## src/rtl/com_pkg.sv

```systemverilog
// rtl/com_pkg.sv - shared state type, default widths and divider width helper
package com_pkg;
  typedef enum logic [1:0] {IDLE, SNAP, DIV, DONE} com_state_t;

  localparam int DEF_N_CH      = 2;
  localparam int DEF_H_W       = 11;
  localparam int DEF_V_W       = 10;
  localparam int DEF_CNT_W     = 17;
  localparam int DEF_MIN_COUNT = 16;

  // Dividend must hold a full frame of maximum coordinates.
  function automatic int div_width(input int h_w, input int cnt_w);
    return h_w + cnt_w;
  endfunction
endpackage

```

## src/rtl/serial_divider.sv

```systemverilog
// rtl/serial_divider.sv - restoring divider, one quotient bit per cycle
// The start cycle already retires the first bit, so a division takes DIV_W cycles.
module serial_divider #(
  parameter int DIV_W = 28,
  parameter int CNT_W = 17
) (
  input  logic             clk_in,
  input  logic             rst_in,
  input  logic             start,
  input  logic [DIV_W-1:0] dividend,
  input  logic [CNT_W-1:0] divisor,
  output logic [DIV_W-1:0] quotient,
  output logic             done
);
  localparam int C_W = $clog2(DIV_W + 1);

  logic [CNT_W-1:0] rem, dsr, rem_src, dsr_src, rem_nxt;
  logic [DIV_W-1:0] quo_src, quo_nxt;
  logic [CNT_W:0]   trial, diff;
  logic [C_W-1:0]   left;
  logic             running;

  always_comb begin
    rem_src = start ? '0 : rem;
    quo_src = start ? dividend : quotient;
    dsr_src = start ? divisor : dsr;
    trial   = {rem_src, quo_src[DIV_W-1]};
    diff    = trial - {1'b0, dsr_src};
    if (trial >= {1'b0, dsr_src}) begin
      rem_nxt = diff[CNT_W-1:0];
      quo_nxt = {quo_src[DIV_W-2:0], 1'b1};
    end else begin
      rem_nxt = trial[CNT_W-1:0];
      quo_nxt = {quo_src[DIV_W-2:0], 1'b0};
    end
  end

  always_ff @(posedge clk_in or negedge rst_in) begin
    if (!rst_in) begin
      rem      <= '0;
      dsr      <= '0;
      quotient <= '0;
      left     <= '0;
      running  <= 1'b0;
      done     <= 1'b0;
    end else begin
      done <= 1'b0;
      if (start) begin
        rem      <= rem_nxt;
        quotient <= quo_nxt;
        dsr      <= divisor;
        left     <= C_W'(DIV_W - 1);
        running  <= (DIV_W > 1);
        done     <= (DIV_W == 1);
      end else if (running) begin
        rem      <= rem_nxt;
        quotient <= quo_nxt;
        left     <= left - 1'b1;
        if (left == C_W'(1)) begin
          running <= 1'b0;
          done    <= 1'b1;
        end
      end
    end
  end
endmodule

```

## src/rtl/multi_com_tracker.sv

```systemverilog
// rtl/multi_com_tracker.sv - per-channel centroid tracker sharing one serial divider
// Accumulators always run; shadows feed a fixed-latency divide sequence each frame.
module multi_com_tracker
  import com_pkg::*;
#(
  parameter int N_CH      = DEF_N_CH,
  parameter int H_W       = DEF_H_W,
  parameter int V_W       = DEF_V_W,
  parameter int CNT_W     = DEF_CNT_W,
  parameter int MIN_COUNT = DEF_MIN_COUNT
) (
  input  logic                clk_in,
  input  logic                rst_in,
  input  logic [H_W-1:0]      x_in,
  input  logic [V_W-1:0]      y_in,
  input  logic                valid_in,
  input  logic [N_CH-1:0]     mask_in,
  input  logic                tabulate_in,
  input  logic                hold_in,
  output logic [N_CH*H_W-1:0] x_com_out,
  output logic [N_CH*V_W-1:0] y_com_out,
  output logic [N_CH-1:0]     present_out,
  output logic                valid_com_out,
  output logic                busy_out,
  output logic                overrun_out
);
  localparam int DIV_W = div_width(H_W, CNT_W);
  localparam int N_DIV = 2 * N_CH;
  localparam int IDX_W = $clog2(N_DIV);

  com_state_t       state;
  logic [DIV_W-1:0] sx [N_CH], sy [N_CH], shx [N_CH], shy [N_CH];
  logic [CNT_W-1:0] cnt [N_CH], shc [N_CH];
  logic [H_W-1:0]   res_x [N_CH];
  logic [V_W-1:0]   res_y [N_CH], y_fin [N_CH];
  logic [IDX_W-1:0] idx, sel;
  logic [IDX_W-2:0] ch_sel;
  logic [N_CH-1:0]  hit;
  logic [DIV_W-1:0] dividend, quotient;
  logic [CNT_W-1:0] divisor;
  logic             snap, last_div, div_start, div_done, unused_bits;

  assign hit         = valid_in ? mask_in : '0;
  assign snap        = tabulate_in && (state == IDLE);
  assign last_div    = (idx == IDX_W'(N_DIV - 1));
  assign div_start   = (state == SNAP) || (state == DIV && div_done && !last_div);
  assign sel         = (state == SNAP) ? '0 : idx + 1'b1;
  assign ch_sel      = sel[IDX_W-1:1];
  assign dividend    = sel[0] ? shy[ch_sel] : shx[ch_sel];
  assign divisor     = shc[ch_sel];
  assign busy_out    = (state != IDLE);
  assign unused_bits = ^quotient[DIV_W-1:H_W];

  // The final division (last channel, y) is still in the divider when outputs load.
  always_comb begin
    for (int c = 0; c < N_CH; c++) y_fin[c] = res_y[c];
    y_fin[N_CH-1] = quotient[V_W-1:0];
  end

  serial_divider #(.DIV_W(DIV_W), .CNT_W(CNT_W)) u_div (
    .clk_in   (clk_in),
    .rst_in   (rst_in),
    .start    (div_start),
    .dividend (dividend),
    .divisor  (divisor),
    .quotient (quotient),
    .done     (div_done)
  );

  always_ff @(posedge clk_in or negedge rst_in) begin
    if (!rst_in) begin
      for (int c = 0; c < N_CH; c++) begin
        sx[c]  <= '0;
        sy[c]  <= '0;
        cnt[c] <= '0;
        shx[c] <= '0;
        shy[c] <= '0;
        shc[c] <= '0;
      end
    end else begin
      for (int c = 0; c < N_CH; c++) begin
        if (snap) begin
          shx[c] <= sx[c];
          shy[c] <= sy[c];
          shc[c] <= cnt[c];
          sx[c]  <= hit[c] ? DIV_W'(x_in) : '0;
          sy[c]  <= hit[c] ? DIV_W'(y_in) : '0;
          cnt[c] <= hit[c] ? CNT_W'(1) : '0;
        end else if (hit[c] && cnt[c] != '1) begin
          sx[c]  <= sx[c] + DIV_W'(x_in);
          sy[c]  <= sy[c] + DIV_W'(y_in);
          cnt[c] <= cnt[c] + 1'b1;
        end
      end
    end
  end

  always_ff @(posedge clk_in or negedge rst_in) begin
    if (!rst_in) begin
      state         <= IDLE;
      idx           <= '0;
      valid_com_out <= 1'b0;
      overrun_out   <= 1'b0;
      present_out   <= '0;
      x_com_out     <= '0;
      y_com_out     <= '0;
      for (int c = 0; c < N_CH; c++) begin
        res_x[c] <= '0;
        res_y[c] <= '0;
      end
    end else begin
      valid_com_out <= 1'b0;
      if (tabulate_in && state != IDLE) overrun_out <= 1'b1;
      case (state)
        IDLE: if (tabulate_in) begin
          state <= SNAP;
          idx   <= '0;
        end
        SNAP: state <= DIV;
        DIV: if (div_done) begin
          if (idx[0]) res_y[idx[IDX_W-1:1]] <= quotient[V_W-1:0];
          else        res_x[idx[IDX_W-1:1]] <= quotient[H_W-1:0];
          if (last_div) begin
            state         <= DONE;
            valid_com_out <= 1'b1;
            for (int c = 0; c < N_CH; c++) begin
              if (shc[c] >= CNT_W'(MIN_COUNT)) begin
                x_com_out[c*H_W +: H_W] <= res_x[c];
                y_com_out[c*V_W +: V_W] <= y_fin[c];
                present_out[c]          <= 1'b1;
              end else begin
                present_out[c] <= 1'b0;
                if (!hold_in) begin
                  x_com_out[c*H_W +: H_W] <= '0;
                  y_com_out[c*V_W +: V_W] <= '0;
                end
              end
            end
          end else begin
            idx <= idx + 1'b1;
          end
        end
        DONE: state <= IDLE;
        default: state <= IDLE;
      endcase
    end
  end
endmodule

```

## config.mk

```make
export PLATFORM = sky130hd
export DESIGN_NAME = multi_com_tracker
export DESIGN_NICKNAME = d
export VERILOG_FILES = /design/src/rtl/com_pkg.sv /design/src/rtl/serial_divider.sv /design/src/rtl/multi_com_tracker.sv
export SDC_FILE = /design/constraint.sdc
export NUM_CORES = 1
export LEC_CHECK = 0
export ABC_AREA = 1
export BUFFER_PORTS_ARGS = -buffer_cell sky130_fd_sc_hd__buf_4
export CORE_UTILIZATION = 40
export CTS_CLUSTER_SIZE = 14
export DETAILED_ROUTE_END_ITERATION = 8
export PLACE_DENSITY = 0.52
export SYNTH_ARGS = -nofsm -noshare
export SYNTH_HDL_FRONTEND = slang
export SYNTH_SLANG_ARGS = --single-unit
```

## constraint.sdc

```tcl
create_clock -name clk_in -period 7.81 [get_ports clk_in]
set_clock_uncertainty 0.1 [all_clocks]
set_input_delay 0.781 -clock clk_in [delete_from_list [all_inputs] [get_ports clk_in]]
set_output_delay 0.781 -clock clk_in [all_outputs]
set_load 0.02 [all_outputs]
```

# Word level (Yosys, flattened, before mapping)
# Index checks and enable logic that the tools add are counted.
# totals
input_bits,28
word_cells,156
regBits,453
out_inout_bits,47
# classes
n_mux,72
add_sub_neg,9
n_lt_le_gt_ge,6
eq_ne,13
n_bitwise,3
reduce_logical,22
# ops
op,count
$mux W28,18
$mux W17,12
$mux W11,6
$mux W10,6
$add A28 B10 Y28,2
$add A28 B11 Y28,2
$add A17 B1 Y17 const B,2
$ge A17 B5 Y1 const B,2
$ne A17 B17 Y1 const B,2
$bwmux W22,1
$bwmux W20,1
$ge A18 B17 Y1,1
$sub A17 B17 Y17,1
$mux W2,8
$mux W1,14
$reduce_and A3 Y1,4
$reduce_and A4 Y1,3
$demux W11 S1,1
$demux W10 S1,1
$mux W5,2
$reduce_bool A2 Y1,5
$pmux W2 S4,1
$logic_and A1 B1 Y1,7
$eq A2 B2 Y1 const B,3
14 further kinds,20

# Longest topological paths before layout
# Gate-level depths: netlist of the first run.
# logic_depth
word_depth,12
ltp_mapped,26
mapped_depth_nobuf,25

# Hierarchy
# A second synthesis of the first run with hierarchy kept.
# unflattened
hier_cells,3294
hier_area_um2,24646.1
# modules_own_cells
module,instances,cells_per_inst,seq_area_each_um2,area_per_inst_um2
multi_com_tracker,1,2700,9359.0,20349.5
serial_divider,1,594,1726.7,4296.6

# Worst setup path before layout of the first run
# Ideal clock, no wire load.
# synth_path
path_type,flip-flop to flip-flop
startpoint,register idx[0]
endpoint,register u_div.rem[0]
setup_slack_ns,4.581
stages_incl_launch_ff,18
period_less_slack_ns,3.229
setup_ns,0.125
required_ns,7.585
arrival_ns,3.004
path_buffers,3
cell_sequence,dfrtp_1 ha_1 nand2_1 inv_2 buf_2 buf_2 nand2_1 a31oi_1 ha_1 inv_1 fa_1 nand3_1 nand3_1 nand2_2 nand3_4 buf_6 nand3b_1 nand3_1
# synth_between
word_cells_on_any_way,26
classes_between,add/sub: 2; order compare: 1; eq/ne: 1; mux: 17; bitwise: 1; reduce/logical: 4
# synth_lines
item,line_no,text
start: declaration,multi_com_tracker.sv:36,"logic [IDX_W-1:0] idx, sel;"
start signal: assignment,multi_com_tracker.sv:140,idx <= idx + 1'b1;
$add A2 B1 Y2,multi_com_tracker.sv:47,assign sel = (state == SNAP) ? '0 : idx + 1'b1;
$mux W2,multi_com_tracker.sv:47,
$not A1 Y2 (not written as such),multi_com_tracker.sv:50,assign divisor = shc[ch_sel];
$mux W17 (not written as such) (3 in a row),multi_com_tracker.sv:50,
$mux W17 *,-,
net u_div.dsr_src[0],serial_divider.sv:17,"logic [CNT_W-1:0] rem, dsr, rem_src, dsr_src, rem_nxt;"
$sub A17 B17 Y17 / $ge A18 B17 Y1 (equally long branches),"serial_divider.sv:28, serial_divider.sv:29",
$mux W17 *,serial_divider.sv:29,"if (trial >= {1'b0, dsr_src}) begin"
$mux W17,serial_divider.sv:55,end else if (running) begin
$mux W17 *,serial_divider.sv:48,if (start) begin
end signal: assignment,serial_divider.sv:49,rem <= rem_nxt;
end signal: assignment,serial_divider.sv:56,rem <= rem_nxt;
end: declaration,serial_divider.sv:17,
# Mark *: on every way through the listed nets, which the timed path passes. The rest lies on a longest branch. The select of a mux whose other input is x is not followed.
# A chain may end at the register's enable or synchronous reset.

# Final worst setup path of the first run
# layout_path
startpoint,register idx[0]
endpoint,register u_div.rem[12]
# Same word-level chain as after synthesis.

==> results of run 1 <==
==> routing by layer <==
layer  routed length (um)  vias to the layer above
li1                     -                    10300
met1                33100                    10000
met2                32700                      403
met3                 2360                      108
met4                 1870                        0
met5                    0                        -
==> cell usage in the layout, fill, tap and decap left out, drive strengths merged <==
cell type and instances:
clkinvlp 1, a21o 3, inv 309, clkinv 16, a21boi 1, nor2 312, o21a 5, buf 96
a31oi 7, and2 2, a211o 1, nand3b 13, nand4 42, xnor2 7, or2 5, o21ai 276
a21oi 161, fa 5, clkbuf 76, dfrtp 443, ha 70, o22ai 13, xor2 9, nand3 289
o211ai 15, bufinv 5, o311ai 2, a22oi 28, o32ai 25, nand2 854, nor4 24, nor3 47
==> sequential cells by signal (all words and copies together) (netlist names), 2 cells and up <==
signal and cells:
shc 34, cnt 34, x_com_out 22, present_out 2
res_x 22, u_div.left 5, shy 56, res_y 10
state 2, y_com_out 20, sx 56, shx 56
sy 56, u_div.quotient 28, u_div.rem 17, idx 2
u_div.dsr 17
==> layout make-up <==
class	count	area [um2]
Clock buffer	76	1530
Clock inverter	24	278
Fill cell	5802	31400
Inverter	307	1150
Multi-Input combinational cell	2216	10800
Sequential cell	443	11100
Tap cell	765	957
Timing Repair Buffer	96	741
==> report_power, final <==
part | internal, uW | switching (uW) | leakage (uW)
sequential | 2960 | 442 | 0.00559
combinational | 1640 | 3430 | 0.00655
clock | 1530 | 1030 | 0.000902
==> worst max-delay path, delay by kind of cell (launching register included) <==
kind | cells | cell delay (ps)
buffers and inverters | 4 | 1300
AND/OR/NAND/NOR | 10 | 1260
adder cells (fa/ha/maj) | 3 | 990
flip-flops | 1 | 480
AO/OA/AOI/OAI | 1 | 260
==> final timing paths <==
path / endpoint / from / slack (ps)
worst min register to register: overrun_out$_DFFE_PN0P_ / overrun_out$_DFFE_PN0P_ / 360
worst max register to register: u_div.rem[12]$_DFFE_PN0P_ / idx[0]$_DFFE_PN0P_ / 3240
worst max-delay path: u_div.rem[12]$_DFFE_PN0P_ / idx[0]$_DFFE_PN0P_ / 3240
worst min-delay path: x_com_out[4]$_DFFE_PN0P_ / rst_in / 90
max in group asynchronous: sx[12]$_DFFE_PN0P_ / rst_in / 5840
min in group clk_in: overrun_out$_DFFE_PN0P_ / tabulate_in / 350
==> metrics by stage <==
step	setup slack, ps	area [um2]
after floorplan	4580	23600
after global placement	3320	24800
after detailed placement	3250	24800
after CTS	3210	26600
after global routing	2740	26600
final	3240	26600
==> cell families after synthesis <==
family / share of synthesized area (%)
adders and majority gates: 4.13
xor gates and xnor gates: 0.593
DFF: 46.9
and+or+nand+nor: 28.6
AOI/OAI and AO/OA: 12.5
buffers and inverters: 7.27
==> impl_metrics.json, run 1 <==
{
  "outcome": "completed",
  "max-vdd-ir-drop_mv": 0.197,
  "grt_use_met1_pct": 33.1,
  "yosys.area.top_type": "dfrtp_1",
  "crit_chain": "ha_1 -> nand2_2 -> buf_4 -> inv_2 -> buf_4 -> nand2_1 -> a31oi_1 -> ha_1 -> inv_1 -> fa_1 -> nand3_1 -> nand3_1 -> nand2_2 -> nand3_4 -> nand2_1 -> nand2_1 -> nand2_1 -> nand2_1",
  "ctsResizeCount": 0,
  "p_per_area_mw_per_mm2": 415,
  "p_total_uw": 11000,
  "grt_max_degree": 140,
  "fmax_mhz": 219,
  "crit_fanout": 78,
  "synth_area_mm2": 0.0236,
  "gp_congestion": 0.884,
  "cp-end-kind": "flop",
  "htree_num_levels": 2,
  "final.setup.tns_ps": 0,
  "synth.avg_cell_area_um2": 7.62,
  "cts_setup_buffers": 0,
  "gr-total-overflow": 0,
  "reg2reg_depth": 18,
  "clock_latency_ps": 610,
  "worstPathRequired_ps": 8200,
  "period_needed_ps": 4570,
  "synthTopCellsByArea": "dfrtp_1 47%, nand2_1 13%, nand3_1 6.0%, o21ai_0 5.8%, nor2_1 4.8%",
  "cts_inserted_buffers": 53,
  "min_period_over_period_pct": 58.5,
  "clockBufferDepth": 3,
  "nNetsFinal": 3220,
  "use_met3_pct": 2.48,
  "grt.busiest_layer": "met2",
  "clk_pin_slew_ps": 60,
  "finalSetupViolations": 0,
  "dr.first_iter.drc_count": 1463,
  "synth_edf_count": 0,
  "cts_tree": "yes",
  "cpPeakStageDelay_ps": 650,
  "antenna-diode-count": 0,
  "yosysMostFrequentCell": "nand2_1",
  "grt_usage_pct": 23.6,
  "fp.coreArea_mm2": 0.0580,
  "hold_buffers": 0,
  "max-cap-violations": 0,
  "cts_root_buffer": "clkbuf_16",
  "drv_slew": 0,
  "synth_cell_types": 43,
  "ys_ff_latch": 443,
  "grt_first_pass_wirelength_um": 113000,
  "syn_nets": 3204,
  "synthArstFlopShare_pct": 100,
  "dp_hpwl_um": 48200,
  "syn_to_final_growth_pct": 12.6,
  "seq_area_frac_synth_pct": 46.9,
  "cts.sinks": 443,
  "final_util_pct": 45.8,
  "drc": 0,
  "place_inst": 3827,
  "synth_top_area_share_pct": 46.9,
  "die_area_mm2": 0.0600,
  "wl_um": 70000,
  "p_leak_uw": 0.0130,
  "ios": 75,
  "start_util_pct": 40.7,
  "num_rows": 88,
  "fp.dieH_um": 245,
  "gr-usage-met2_pct": 38.2,
  "crit_slowest_cell": "buf_4",
  "instances_no_fill": 3927,
  "die_w_um": 245,
  "antenna_found_initial": 0,
  "grt_pass1_vias": 20200,
  "rsz0062_at_grt": "false",
  "worst_slew_pin_slew_ps": 1190,
  "vias": 20800,
  "netlist_top_cells_count": "848 x nand2_1, 443 x dfrtp_1, 303 x nor2_1",
  "start_kind": "flop",
  "crit_type": "flop to flop",
  "hp-class": "input pin to async pin",
  "drt-wirelength-per-cell_um": 17.8,
  "syn_inst": 3101,
  "slew-limit-headroom_pct": 20.6,
  "finalHoldViolations": 0,
  "synthFlopType": "dfrtp_1",
  "arrival_ps": 4960,
  "layout-drive-gt1-share_pct": 7.24,
  "ys_warn_count": 0,
  "ant_nets": 0,
  "portBuffers": 74,
  "whs_ps": 91.2,
  "cpMostUsedCell": "nand2_1",
  "routed_via_density": 5.29,
  "first_pass_iters": 8
}
Power figures use the tool's default switching activity.
==> inputs of run 2 (changes only) <==
clock period = 4.4 ns   (was 7.81 ns; I/O delays follow)
==> run 2 against run 1 <==
  * Power grew 79%
  * Design area grew 0.38%
  * Flip-flop and latch count is the same
  * Register-to-register slack lost 2600 ps
  * Sequential share of layout area shrank 0.16 points
  * Via count shrank 0.35%
  * Largest cell class unchanged
  * First-iteration DRC count shrank 2.3%
  * Highest routed layer unchanged
==> impl_metrics.json, run 2 (same netlist as run 1, synthesis figures left out) <==
{
  "outcome": "completed",
  "r2r_setup_slack_ps": 640,
  "ctsResizeCount": 0,
  "reg2reg_to": "u_div.rem[3]$_DFFE_PN0P_",
  "slew-limit-headroom_pct": 22.3,
  "clockBufferDepth": 3,
  "die_area_mm2": 0.0600,
  "drc": 0,
  "clock_latency_ps": 620,
  "fillers": 5798,
  "worst_slew_pin_slew_ps": 1170,
  "r2r_start": "state[0]$_DFFE_PN0P_",
  "crit_slowest_cell": "dfrtp_1",
  "syn_to_final_growth_pct": 13.0,
  "dpl_cell_area_mm2": 0.0249,
  "cts_inserted_buffers": 51,
  "finalSetupViolations": 0,
  "mostFrequentLayoutCells": "845 x nand2_1, 443 x dfrtp_1, 302 x inv_1",
  "nNetsFinal": 3229,
  "start_kind": "flop",
  "finalHoldViolations": 0,
  "fp.dieH_um": 245,
  "wl_um": 71100,
  "min_period_over_period_pct": 85.4,
  "p_per_area_mw_per_mm2": 740,
  "reg2reg_depth": 19,
  "fmax_mhz": 266,
  "crit_type": "flop to flop",
  "cp-end-kind": "flop",
  "grt_usage_pct": 23.8,
  "gr-total-overflow": 0,
  "final_area_mm2": 0.0267,
  "drt-wirelength-per-cell_um": 18.1,
  "gp_congestion": 0.894,
  "die_w_um": 245,
  "clk_pin_slew_ps": 60,
  "crit_fanout": 22,
  "rsz0062_at_grt": "false",
  "max-vdd-ir-drop_mv": 0.435,
  "cts_tree": "yes",
  "grt_max_degree": 248,
  "dp_hpwl_um": 49800,
  "arrival_ps": 4150,
  "dr.first_iter.drc_count": 1429,
  "start_util_pct": 40.7,
  "startpoint": "state[0]$_DFFE_PN0P_",
  "cts_root_buffer": "clkbuf_16",
  "htree_num_levels": 2,
  "layout-drive-gt1-share_pct": 7.23,
  "vias": 20700,
  "ios": 75,
  "layout_commonest_cell": "nand2_1",
  "worstPathRequired_ps": 4790,
  "final.setup.tns_ps": 0,
  "antenna_found_initial": 1,
  "p_leak_uw": 0.0131,
  "cts_setup_buffers": 0,
  "antenna-diode-count": 0,
  "max-cap-violations": 0,
  "cpMostUsedCell": "nand2_1",
  "first_pass_iters": 5,
  "grt_pass1_vias": 20100,
  "portBuffers": 74,
  "grt_first_pass_wirelength_um": 113000,
  "period_needed_ps": 3760,
  "endpoint": "u_div.rem[3]$_DFFE_PN0P_",
  "hold_buffers": 2,
  "routed_via_density": 5.27,
  "ant_nets": 0,
  "drv_slew": 0,
  "crit_chain": "inv_1 -> ha_1 -> nand3_2 -> nand2_2 -> buf_4 -> nor2_1 -> ha_1 -> nand2_1 -> nand2_1 -> nand2_1 -> nand2_1 -> nand2_1 -> nand3_1 -> nand2_2 -> nand3_4 -> nand2_1 -> nand2_1 -> nand2_1 -> nand2_1",
  "num_rows": 88,
  "cts.sinks": 443,
  "cpPeakStageDelay_ps": 380,
  "whs_ps": 61.8,
  "hp-class": "input pin to flop",
  "fp.coreArea_mm2": 0.0580
}
[run 2: cell type report]
| type | count | area [um2] | share of cell area (%) |
|---|---|---|---|
| Sequential cell | 443 | 11100 | 41.5 |
| Multi-Input combinational cell | 2216 | 10800 | 40.6 |
| Clock buffer | 76 | 1490 | 5.59 |
| Inverter | 307 | 1150 | 4.32 |
| Tap cell | 765 | 957 | 3.59 |
| Timing Repair Buffer | 107 | 878 | 3.29 |
| Clock inverter | 17 | 283 | 1.06 |
[run 2: per-stage QoR]
| stage | std cells | total power (uW) | util (%) | setup WS (ps) |
|---|---|---|---|---|
| CTS | 3931 | 19900 | 46.0 | 649 |
| global placement | 3836 | 15200 | 42.9 | 821 |
| floorplan | 3101 | 12500 | - | 1170 |
| detailed placement | 3836 | 15200 | 42.9 | 696 |
| global route | 3931 | 21400 | 46.0 | 300 |
| finish | 3931 | 19700 | 46.0 | 642 |
[run 2: worst min-delay path by stage]
stage | from | endpoint | slack [ps] | cells after the start
final | x_in[0] | sx[28]$_DFFE_PN0P_ | 60 | 3
after global placement | overrun_out$_DFFE_PN0P_ | overrun_out$_DFFE_PN0P_ | 340 | 1
after CTS | y_in[0] | sy[28]$_DFFE_PN0P_ | 30 | 3
after detailed placement | overrun_out$_DFFE_PN0P_ | overrun_out$_DFFE_PN0P_ | 350 | 1
after floorplan | rst_in | cnt[0]$_DFFE_PN0P_ | 40 | 0
after global routing | x_in[0] | sx[0]$_DFFE_PN0P_ | 90 | 3
[run 2: metal layers]
layer	vias to the layer above	wire [um]	global-route usage, %
li1	10300	-	-
met1	9975	32900	32.4
met2	394	33600	39.6
met3	85	2990	2.88
met4	0	1630	7.10
met5	-	0	0
[run 2: where the power goes]
group | internal [uW] | switching [uW] | leakage [uW]
clock network | 2700 | 1810 | 0.000859
logic | 2960 | 6240 | 0.00662
registers | 5250 | 775 | 0.00559
total | 10900 | 8830 | 0.0131
[run 2: critical path: cells and delay by family (launching register included)]
kind                     cells  cell delay (ps)
AND/OR/NAND/NOR             15             1940
adder cells (fa/ha/maj)      2              720
buffers and inverters        2              460
flip-flops                   1              380
